File: src/rtl/priority_resolver_param_if.sv
// -----------------------------------------------------------------------------
// priority_resolver_param_if
// Bundles the request, control and result signals of the PIC priority resolver.
//   master : the side that supplies requests and commands (IRR block, INTA
//            sequencer, command decoder, or a testbench).
//   slave  : the resolver itself.
// Requests/control (master -> slave):
//   irr, imr            pending requests and mask (1 = masked)
//   auto_rotate         rotate priority on EOI / auto-EOI acknowledge
//   auto_eoi            do not set ISR on acknowledge
//   inta, eoi, seoi     one-cycle command pulses
//   eoi_level           level cleared by seoi
//   set_prio            one-cycle specific-rotation pulse
//   prio_level          level that becomes lowest priority on set_prio
// Results (slave -> master):
//   int_out             registered interrupt request to the CPU
//   vector_valid        one-cycle pulse after an accepted inta
//   vector, spurious    acknowledged level / no eligible request found
//   isr, lowest_prio    in-service register and current lowest-priority level
// Handshake: inta is a request pulse; the resolver answers exactly one cycle
// later with vector_valid=1 for one cycle. An inta arriving while vector_valid
// is high is dropped, so each response maps to exactly one accepted inta.
// -----------------------------------------------------------------------------
interface priority_resolver_param_if #(
  parameter int NUM_IRQ = 8,
  parameter int IDX_W   = $clog2(NUM_IRQ)
);
  logic [NUM_IRQ-1:0] irr;
  logic [NUM_IRQ-1:0] imr;
  logic               auto_rotate;
  logic               auto_eoi;
  logic               inta;
  logic               eoi;
  logic               seoi;
  logic [IDX_W-1:0]   eoi_level;
  logic               set_prio;
  logic [IDX_W-1:0]   prio_level;

  logic               int_out;
  logic               vector_valid;
  logic [IDX_W-1:0]   vector;
  logic               spurious;
  logic [NUM_IRQ-1:0] isr;
  logic [IDX_W-1:0]   lowest_prio;

  modport master (
    output irr, imr, auto_rotate, auto_eoi, inta, eoi, seoi, eoi_level,
           set_prio, prio_level,
    input  int_out, vector_valid, vector, spurious, isr, lowest_prio
  );

  modport slave (
    input  irr, imr, auto_rotate, auto_eoi, inta, eoi, seoi, eoi_level,
           set_prio, prio_level,
    output int_out, vector_valid, vector, spurious, isr, lowest_prio
  );
endinterface

File: src/rtl/priority_resolver_param.sv
// -----------------------------------------------------------------------------
// priority_resolver_param
// Parametrised PIC priority resolver. Picks the highest-ranked unmasked
// request, applies the nesting rule against the in-service register, raises
// int_out, and on acknowledge returns the vector and updates ISR / rotation.
// Ports:
//   clock  : system clock, all state changes on the rising edge
//   reset  : synchronous active-high reset
//   bus    : priority_resolver_param_if.slave (requests, commands, results)
// Ranking: rank(i) = (i - lowest_prio - 1) mod NUM_IRQ, rank 0 is highest.
// No FSM: the block is a set of registers plus combinational resolution.
// -----------------------------------------------------------------------------
module priority_resolver_param #(
  parameter int NUM_IRQ = 8,
  parameter int IDX_W   = $clog2(NUM_IRQ)
) (
  input  logic                      clock,
  input  logic                      reset,
  priority_resolver_param_if.slave  bus
);

  logic [NUM_IRQ-1:0] r_isr;
  logic [IDX_W-1:0]   r_lowest;
  logic               r_int_out;
  logic               r_vector_valid;
  logic [IDX_W-1:0]   r_vector;
  logic               r_spurious;

  logic [NUM_IRQ-1:0] w_req;
  logic               w_cand_found;
  logic [IDX_W-1:0]   w_cand;
  logic [IDX_W-1:0]   w_cand_rank;
  logic               w_isr_found;
  logic [IDX_W-1:0]   w_isr_best;
  logic [IDX_W-1:0]   w_isr_rank;
  logic               w_eligible;
  logic               w_ack;
  logic               w_seoi_ok;
  logic               w_prio_ok;
  logic               w_seoi_rot;
  logic               w_eoi_rot;
  logic               w_aeoi_rot;
  logic [NUM_IRQ-1:0] w_isr_next;
  logic [IDX_W-1:0]   w_lowest_next;

  // Level holding rank k: (low + 1 + k) mod NUM_IRQ. low and k are both below
  // NUM_IRQ, so a single conditional subtraction covers the wrap.
  function automatic logic [IDX_W-1:0] lvl_of(input logic [IDX_W-1:0] low,
                                              input int k);
    int s;
    s = int'(low) + 1 + k;
    if (s >= NUM_IRQ) s = s - NUM_IRQ;
    return IDX_W'(s);
  endfunction

  // Walk levels in rank order; first hit is the best-ranked one.
  always_comb begin
    w_req        = bus.irr & ~bus.imr;
    w_cand_found = 1'b0;
    w_cand       = '0;
    w_cand_rank  = '0;
    w_isr_found  = 1'b0;
    w_isr_best   = '0;
    w_isr_rank   = '0;
    for (int k = 0; k < NUM_IRQ; k++) begin
      if (!w_cand_found && w_req[lvl_of(r_lowest, k)]) begin
        w_cand_found = 1'b1;
        w_cand       = lvl_of(r_lowest, k);
        w_cand_rank  = IDX_W'(k);
      end
      if (!w_isr_found && r_isr[lvl_of(r_lowest, k)]) begin
        w_isr_found = 1'b1;
        w_isr_best  = lvl_of(r_lowest, k);
        w_isr_rank  = IDX_W'(k);
      end
    end
  end

  // Nesting rule: the candidate must strictly outrank everything in service.
  assign w_eligible = w_cand_found && (!w_isr_found || (w_cand_rank < w_isr_rank));

  // The cycle right after an acknowledge belongs to the response; a second
  // inta then is dropped.
  assign w_ack = bus.inta && !r_vector_valid;

  // Level fields wider than the level range (non power-of-two NUM_IRQ) are
  // treated as no-ops rather than wrapping onto a real level.
  assign w_seoi_ok = int'(bus.eoi_level)  < NUM_IRQ;
  assign w_prio_ok = int'(bus.prio_level) < NUM_IRQ;

  // Sources that actually write lowest_prio this cycle; eoi is suppressed by seoi.
  assign w_seoi_rot = bus.seoi && bus.auto_rotate && w_seoi_ok;
  assign w_eoi_rot  = bus.eoi && !bus.seoi && w_isr_found && bus.auto_rotate;
  assign w_aeoi_rot = w_ack && w_eligible && bus.auto_eoi && bus.auto_rotate;

  always_comb begin
    w_isr_next = r_isr;
    if (bus.seoi) begin
      if (w_seoi_ok) w_isr_next[bus.eoi_level] = 1'b0;
    end else if (bus.eoi && w_isr_found) begin
      w_isr_next[w_isr_best] = 1'b0;
    end
    // Applied last so an acknowledge set beats an EOI clear of the same bit.
    if (w_ack && w_eligible && !bus.auto_eoi) w_isr_next[w_cand] = 1'b1;
  end

  always_comb begin
    w_lowest_next = r_lowest;
    if (bus.set_prio && w_prio_ok) w_lowest_next = bus.prio_level;
    else if (w_seoi_rot)           w_lowest_next = bus.eoi_level;
    else if (w_eoi_rot)            w_lowest_next = w_isr_best;
    else if (w_aeoi_rot)           w_lowest_next = w_cand;
  end

  always_ff @(posedge clock) begin
    if (reset) begin
      r_isr          <= '0;
      r_lowest       <= IDX_W'(NUM_IRQ - 1);
      r_int_out      <= 1'b0;
      r_vector_valid <= 1'b0;
      r_vector       <= '0;
      r_spurious     <= 1'b0;
    end else begin
      r_isr          <= w_isr_next;
      r_lowest       <= w_lowest_next;
      r_int_out      <= w_eligible;
      r_vector_valid <= w_ack;
      if (w_ack) begin
        r_vector   <= w_eligible ? w_cand : IDX_W'(NUM_IRQ - 1);
        r_spurious <= !w_eligible;
      end
    end
  end

  assign bus.int_out      = r_int_out;
  assign bus.vector_valid = r_vector_valid;
  assign bus.vector       = r_vector;
  assign bus.spurious     = r_spurious;
  assign bus.isr          = r_isr;
  assign bus.lowest_prio  = r_lowest;

endmodule
File: src/flat_wrapper.sv
// flat-port wrapper written by rule: the top's interface ports become plain ports
module priority_resolver_param_flat 
#(
  parameter int NUM_IRQ = 8,
  parameter int IDX_W   = $clog2(NUM_IRQ)
)
  (clock, reset, bus_irr, bus_imr, bus_auto_rotate, bus_auto_eoi, bus_inta, bus_eoi, bus_seoi, bus_eoi_level, bus_set_prio, bus_prio_level, bus_int_out, bus_vector_valid, bus_vector, bus_spurious, bus_isr, bus_lowest_prio);
  priority_resolver_param_if #(.NUM_IRQ(NUM_IRQ), .IDX_W(IDX_W)) bus_i ();
  input  logic clock;
  input  logic reset;
  input wire logic [$bits(bus_i.irr)-1:0] bus_irr;
  input wire logic [$bits(bus_i.imr)-1:0] bus_imr;
  input wire logic [$bits(bus_i.auto_rotate)-1:0] bus_auto_rotate;
  input wire logic [$bits(bus_i.auto_eoi)-1:0] bus_auto_eoi;
  input wire logic [$bits(bus_i.inta)-1:0] bus_inta;
  input wire logic [$bits(bus_i.eoi)-1:0] bus_eoi;
  input wire logic [$bits(bus_i.seoi)-1:0] bus_seoi;
  input wire logic [$bits(bus_i.eoi_level)-1:0] bus_eoi_level;
  input wire logic [$bits(bus_i.set_prio)-1:0] bus_set_prio;
  input wire logic [$bits(bus_i.prio_level)-1:0] bus_prio_level;
  output wire logic [$bits(bus_i.int_out)-1:0] bus_int_out;
  output wire logic [$bits(bus_i.vector_valid)-1:0] bus_vector_valid;
  output wire logic [$bits(bus_i.vector)-1:0] bus_vector;
  output wire logic [$bits(bus_i.spurious)-1:0] bus_spurious;
  output wire logic [$bits(bus_i.isr)-1:0] bus_isr;
  output wire logic [$bits(bus_i.lowest_prio)-1:0] bus_lowest_prio;
  assign bus_i.irr = bus_irr;
  assign bus_i.imr = bus_imr;
  assign bus_i.auto_rotate = bus_auto_rotate;
  assign bus_i.auto_eoi = bus_auto_eoi;
  assign bus_i.inta = bus_inta;
  assign bus_i.eoi = bus_eoi;
  assign bus_i.seoi = bus_seoi;
  assign bus_i.eoi_level = bus_eoi_level;
  assign bus_i.set_prio = bus_set_prio;
  assign bus_i.prio_level = bus_prio_level;
  assign bus_int_out = bus_i.int_out;
  assign bus_vector_valid = bus_i.vector_valid;
  assign bus_vector = bus_i.vector;
  assign bus_spurious = bus_i.spurious;
  assign bus_isr = bus_i.isr;
  assign bus_lowest_prio = bus_i.lowest_prio;
  priority_resolver_param #(.NUM_IRQ(NUM_IRQ), .IDX_W(IDX_W)) u_core (.clock(clock), .reset(reset), .bus(bus_i));
endmodule
File: config.mk
export PLATFORM = sky130hd
export DESIGN_NAME = priority_resolver_param_flat
export DESIGN_NICKNAME = d
export VERILOG_FILES = /design/src/rtl/priority_resolver_param_if.sv /design/src/rtl/priority_resolver_param.sv /design/src/flat_wrapper.sv
export SDC_FILE = /design/constraint.sdc
export NUM_CORES = 1
export LEC_CHECK = 0
export CORE_MARGIN = 5
export CORE_UTILIZATION = 47
export CTS_CLUSTER_DIAMETER = 40
export DETAILED_ROUTE_END_ITERATION = 7
export DONT_BUFFER_PORTS = 1
export PLACE_DENSITY = 0.71
export SYNTH_ARGS = -nofsm -noshare
export SYNTH_HDL_FRONTEND = slang
export SYNTH_SLANG_ARGS = --single-unit
File: constraint.sdc
create_clock -name clock -period 5.9 [get_ports clock]
set_input_delay 0.59 -clock clock [delete_from_list [all_inputs] [get_ports clock]]
set_output_delay 0.59 -clock clock [all_outputs]
set_load 0.01 [all_outputs]
==> results of run 1 <==
[registers in the layout, summed over array words and instances (netlist names)]
signal	count
u_core.bus.spurious	1
u_core.bus.vector_valid	1
u_core.bus.isr	8
u_core.bus.vector	3
u_core.bus.lowest_prio	3
u_core.bus.int_out	1
[per-stage QoR]
step | instance area (µm²) | setup slack, ns | util
2_1_floorplan | 3000 | 1.43 | -
3_3_place_gp | 3030 | 1.39 | 0.483
3_5_place_dp | 3030 | 1.26 | 0.483
4_1_cts | 3080 | 1.23 | 0.491
5_1_grt | 3080 | 1.02 | 0.491
6_report | 3080 | 1.18 | 0.491
[logic make-up after synthesis]
family                     synth area share
DFF                                   0.113
buffers and inverters                0.0554
muxes                                 0.244
adders and majority gates            0.0167
AOI/OAI and AO/OA                     0.255
and+or+nand+nor                       0.295
xor gates and xnor gates             0.0212
[layout make-up]
class                   instances  area [µm²]
flip-flops and latches         17         342
clock buffers                   3        41.3
fillers                       605        3200
inverters                       9        36.3
multi-input cells             316        2500
repair buffers                  8        60.1
clock inverters                 1        5.00
well taps                      77        96.3
[Yosys cell counts, drive strengths merged (2+ instances only)]
| cell type | number |
|---|---|
| o31a | 3 |
| a21oi | 14 |
| a2bb2oi | 3 |
| nand2b | 16 |
| nand2 | 28 |
| a221oi | 3 |
| a211oi | 4 |
| o21a | 3 |
| or2 | 2 |
| nor3b | 5 |
| nor4 | 8 |
| a31o | 2 |
| nor3 | 7 |
| dfxtp | 17 |
| o221ai | 2 |
| o22a | 2 |
| buf | 16 |
| o32ai | 2 |
| a31oi | 4 |
| nor2b | 17 |
| nand4 | 6 |
| and2 | 5 |
| mux4 | 19 |
| o31ai | 2 |
| o21ai | 21 |
| inv | 9 |
| o211ai | 6 |
| nand3 | 7 |
| a21o | 2 |
| mux2i | 19 |
| o22ai | 5 |
| a211o | 2 |
| o2111ai | 4 |
| o41ai | 2 |
| o311ai | 4 |
| clkbuf | 9 |
| or4 | 6 |
| and3 | 2 |
| mux2 | 9 |
| and4b | 2 |
| nor4bb | 4 |
| ha | 4 |
| nor2 | 35 |
| a2111oi | 2 |
| nor4b | 4 |
[metal layers]
layer	GRT usage	part of all wire	vias to the layer above	routed length, µm
li1	-	-	1425	-
met5	0	0	-	0
met4	0.0682	0.023	0	206
met2	0.351	0.48	151	4240
met1	0.281	0.43	1480	3790
met3	0.0275	0.074	19	656
[how the worst min path moves through the flow]
stage	start	end	slack, ns
4_1_cts	reset	u_core.bus.spurious$_SDFFE_PP0P_	0.39
2_1_floorplan	u_core.bus.spurious$_SDFFE_PP0P_	u_core.bus.spurious$_SDFFE_PP0P_	0.48
3_5_place_dp	u_core.bus.spurious$_SDFFE_PP0P_	u_core.bus.spurious$_SDFFE_PP0P_	0.51
6_report	reset	u_core.bus.spurious$_SDFFE_PP0P_	0.39
3_3_place_gp	u_core.bus.spurious$_SDFFE_PP0P_	u_core.bus.spurious$_SDFFE_PP0P_	0.50
5_1_grt	reset	u_core.bus.vector_valid$_SDFF_PP0_	0.38
[worst max-delay path: cells and delay by family, from the launching register on]
kind / cells / cell delay, ns
AND/OR/NAND/NOR: 3 / 1.32
multiplexers: 2 / 0.82
XOR/XNOR: 1 / 0.76
AO/OA/AOI/OAI: 4 / 0.74
adder cells (fa/ha/maj): 2 / 0.63
flip-flops: 1 / 0.37
==> metrics, run 1 <==
run status=complete, no violations; Slew @ Worst Pin=0.881 ns; layout cells sized above 1=0.155; Hold Crit Depth=1; final setup TNS=0 ns; CP max stage cell=xnor2_1; H-tree lvl count=1; startpoint types=register; clock-pin slew on the worst setup and hold paths=0.07 ns; initial antenna violation count=0; Tmin final=4.72 ns; Final GP Congestion=0.992; placed insts=427; CP peak stage delay=0.76 ns; CTS Buf Count=3; max-slew violations=0; Hold Buf Count CTS=0; CTS max path bufs=2; synthesized netlist cell count=367; Post-synth EDFFs=0; worst clock skew=0.000703 ns; Worst Path Arrival=4.91 ns; Port Buffers=0; post-synth top area cell=mux4_2; DIE HEIGHT=89.9 µm; Max-Cap Viols=0; CP cell instances=ha_1, xnor2_1, mux4_2, mux2_2, or4b_1, a21oi_1, ha_1, nor2_1, o22ai_1, o21a_1, or4_4, o22ai_1; RSZ-0062 raised after global routing=no; Layout Cells excl Fill=431; Critical Path End=u_core.bus.isr[0]$_SDFF_PP0_; Worst R2R Path Depth=12; Placement Rows=29; initial drt markers=569; Yosys reg bits=17; DR pass1 iterations=5; Setup violations, final=0; ys async rst share=0; vias per inst=7.13; Post-CTS Setup Repair Bufs=0; post_cts resized=0; Area Growth Syn to Fin=2.54%; n_diodes=0; reg2reg start=u_core.bus.lowest_prio[1]$_SDFFE_PP1P_; Wirelength per Cell=20.6 µm; FF-to-FF setup slack=1.18 ns; critical path type=reg2reg; Post-Syn Nets=401; Top Ports=47; final period utilization=0.800; Req. time, crit path=6.09 ns; CTS Root Cell=clkbuf_8; Mapped Area=3000 µm²; effective utilization at floorplan=0.478; post-route ant nets=0; commonest non-fill, non-tap cells in the layout=nor2_1 (35), nand2_1 (28), mux4_2 (19); syn_area_per_cell=8.18 µm²; top cells by area, synth=mux4_2 (14%), dfxtp_1 (11%), mux2i_1 (6.0%), nor2_1 (4.4%), nor2b_1 (3.5%); YS warnings=0; total track usage=0.210; distinct cell type count after synthesis=80; Chip Width=89.9 µm; first-pass GRT wire length=14.6 mm; Max Clock Freq=212 MHz; pin count of the biggest net entering global routing=40; Final Routed Wirelength=8.89 mm; vias=3075; Detail Placement HPWL=6.93 mm; R2R Path End=u_core.bus.isr[0]$_SDFF_PP0_; Final Net Count=389; die area=8090 µm²; Clock Latency Late Sink=0.26 ns; final hold violations=0; core area=6280 µm²; leading register cell type out of synthesis=dfxtp_1; grt total ovfl=0; Synth top area share=0.143; Min Hold Slack=0.394 ns; Critical Path Source=u_core.bus.lowest_prio[1]$_SDFFE_PP1P_; Crit. End Element=register; residual DRC count=0; Seq/Total Area, Yosys=0.113; relative slew slack=0.408; clock sink count=17; commonest non-fill, non-tap cell in the layout=nor2_1; CP Max Fanout=11; number of global-route vias before repair=2867; Hold Crit Class=in2reg; CTS tree=built
Power of run 1 is left out: the tool's default activity adds up to more than one toggle a clock period on the data nets, which glitch-free logic cannot reach.
==> run 2: changes to the inputs <==
==> constraint.sdc (replaced) <==
create_clock -name clock -period 4.7 [get_ports clock]
set_input_delay 0.47 -clock clock [delete_from_list [all_inputs] [get_ports clock]]
set_output_delay 0.47 -clock clock [all_outputs]
set_load 0.01 [all_outputs]
==> metrics, run 2 (synthesis results as in run 1) <==
Port Buffers=0 (unchanged); Detail Placement HPWL=6.97 mm (+0.64%); final setup TNS=0 ns (unchanged); Crit path max-delay family=simple AND/OR/NAND/NOR gates; run status=complete, no violations; Final GP Congestion=0.969 (-2.3%); Hold Crit Depth=1 (unchanged); max reg flops=8 (unchanged); DR pass1 iterations=5 (unchanged); total track usage=0.209 (-0.00171); final hold violations=0 (unchanged); FF-to-FF setup slack=0.26 ns (-0.92 ns); clock-pin slew on the worst setup and hold paths=0.07 ns (about the same); max-slew violations=0 (unchanged); die area=8090 µm² (unchanged); Max Clock Freq=225 MHz (+6.2%); Setup violations, final=0 (unchanged); Slew @ Worst Pin=0.770 ns (-0.112 ns); commonest non-fill, non-tap cell in the layout=nor2_1; n_diodes=0 (unchanged); final period utilization=0.945 (+0.145); Clock Latency Late Sink=0.25 ns (about the same); relative slew slack=0.482 (+0.0739); Tmin final=4.44 ns (-0.276 ns); Hold Path Origin=reset; Chip Width=89.9 µm (unchanged); critical path type=reg2reg; Final Net Count=395 (+1.5%); Max-Cap Viols=0 (unchanged); startpoint types=register; pin count of the biggest net entering global routing=40 (unchanged); grt total ovfl=0 (unchanged); CTS tree=built; RSZ-0062 raised after global routing=no; worst clock skew=0.00104 ns (+0.000339 ns); reg2reg start=u_core.bus.lowest_prio[1]$_SDFFE_PP1P_; layout cells sized above 1=0.167 (+0.0113); initial drt markers=290 (-49%); Top Ports=47 (unchanged); vias per inst=7.07 (-0.86%); Post-CTS Setup Repair Bufs=0 (unchanged); CTS Buf Count=3 (unchanged); CP peak stage delay=0.63 ns (-0.13 ns); Placement Rows=29 (unchanged); clock sink count=17 (unchanged); core area=6280 µm² (unchanged); post_cts resized=0 (unchanged); residual DRC count=0 (unchanged); Area Growth Syn to Fin=4.00%; CTS Root Cell=clkbuf_8; H-tree lvl count=1 (unchanged); Final Routed Wirelength=9.01 mm (+1.3%); Req. time, crit path=4.88 ns (-1.21 ns); Layout Cells excl Fill=437 (+1.4%); first-pass GRT wire length=14.5 mm (-0.62%); Crit. End Element=register; Critical Path Source=u_core.bus.lowest_prio[1]$_SDFFE_PP1P_; effective utilization at floorplan=0.478 (unchanged); commonest non-fill, non-tap cells in the layout=nor2_1 (35), nand2_1 (28), mux4_2 (19); CP Max Fanout=12 (+1); hold endpoint=u_core.bus.spurious$_SDFFE_PP0P_; Worst Path Arrival=4.63 ns (-0.28 ns); vias=3091 (+0.52%); Worst Path Buf+Inv=0 (unchanged); CTS max path bufs=2 (unchanged); placed insts=433 (+1.4%); DIE HEIGHT=89.9 µm (unchanged); number of global-route vias before repair=2925 (+2.0%); Hold Buf Count CTS=0 (unchanged); Worst R2R Path Depth=12 (unchanged); initial antenna violation count=0 (unchanged); post-route ant nets=0 (unchanged); R2R Path End=u_core.bus.isr[4]$_SDFF_PP0_; Hold Crit Class=in2reg; CP max stage cell=or4b_1; CP cell instances=ha_2, and4b_1, or4_4, mux2i_4, or4b_1, a21oi_1, ha_1, nor2_1, o22ai_1, o21a_1, or4_4, o22ai_1; Wirelength per Cell=20.6 µm (about the same)
==> run 2: layout make-up <==
| type | instances | area, µm² |
|---|---|---|
| flip-flops and latches | 17 | 342 |
| fillers | 607 | 3150 |
| repair buffers | 14 | 105 |
| well taps | 77 | 96.3 |
| inverters | 9 | 36.3 |
| multi-input cells | 316 | 2500 |
| clock buffers | 4 | 45.0 |
==> run 2: how the worst max path moves through the flow <==
stage / slack (ns) / endpoint / cells after the start
CTS: 0.31 / u_core.bus.isr[4]$_SDFF_PP0_ / 12
finish: 0.26 / u_core.bus.isr[4]$_SDFF_PP0_ / 12
global placement: 0.35 / u_core.bus.isr[0]$_SDFF_PP0_ / 12
global route: 0.04 / u_core.bus.isr[0]$_SDFF_PP0_ / 13
floorplan: 0.23 / u_core.bus.isr[0]$_SDFF_PP0_ / 17
detailed placement: 0.33 / u_core.bus.isr[4]$_SDFF_PP0_ / 12
==> run 2: metrics by stage <==
| step | setup WS (ns) | area (µm²) | util | hold WS [ns] |
|---|---|---|---|---|
| final | 0.257 | 3120 | 0.498 | 0.276 |
| after global routing | 0.0374 | 3120 | 0.498 | 0.273 |
| after CTS | 0.306 | 3120 | 0.498 | 0.277 |
| after detailed placement | 0.329 | 3080 | 0.490 | 0.506 |
| after global placement | 0.345 | 3080 | 0.490 | 0.505 |
| after floorplan | 0.229 | 3000 | - | 0.481 |
==> run 2: routing by layer <==
metal | vias up | GRT usage | wire length, µm
met4 | 0 | 0.0856 | 265
met3 | 29 | 0.0359 | 652
met5 | - | 0 | 0
li1 | 1436 | - | -
met2 | 160 | 0.354 | 4390
met1 | 1466 | 0.261 | 3700
Power of run 2 is left out for the same reason.
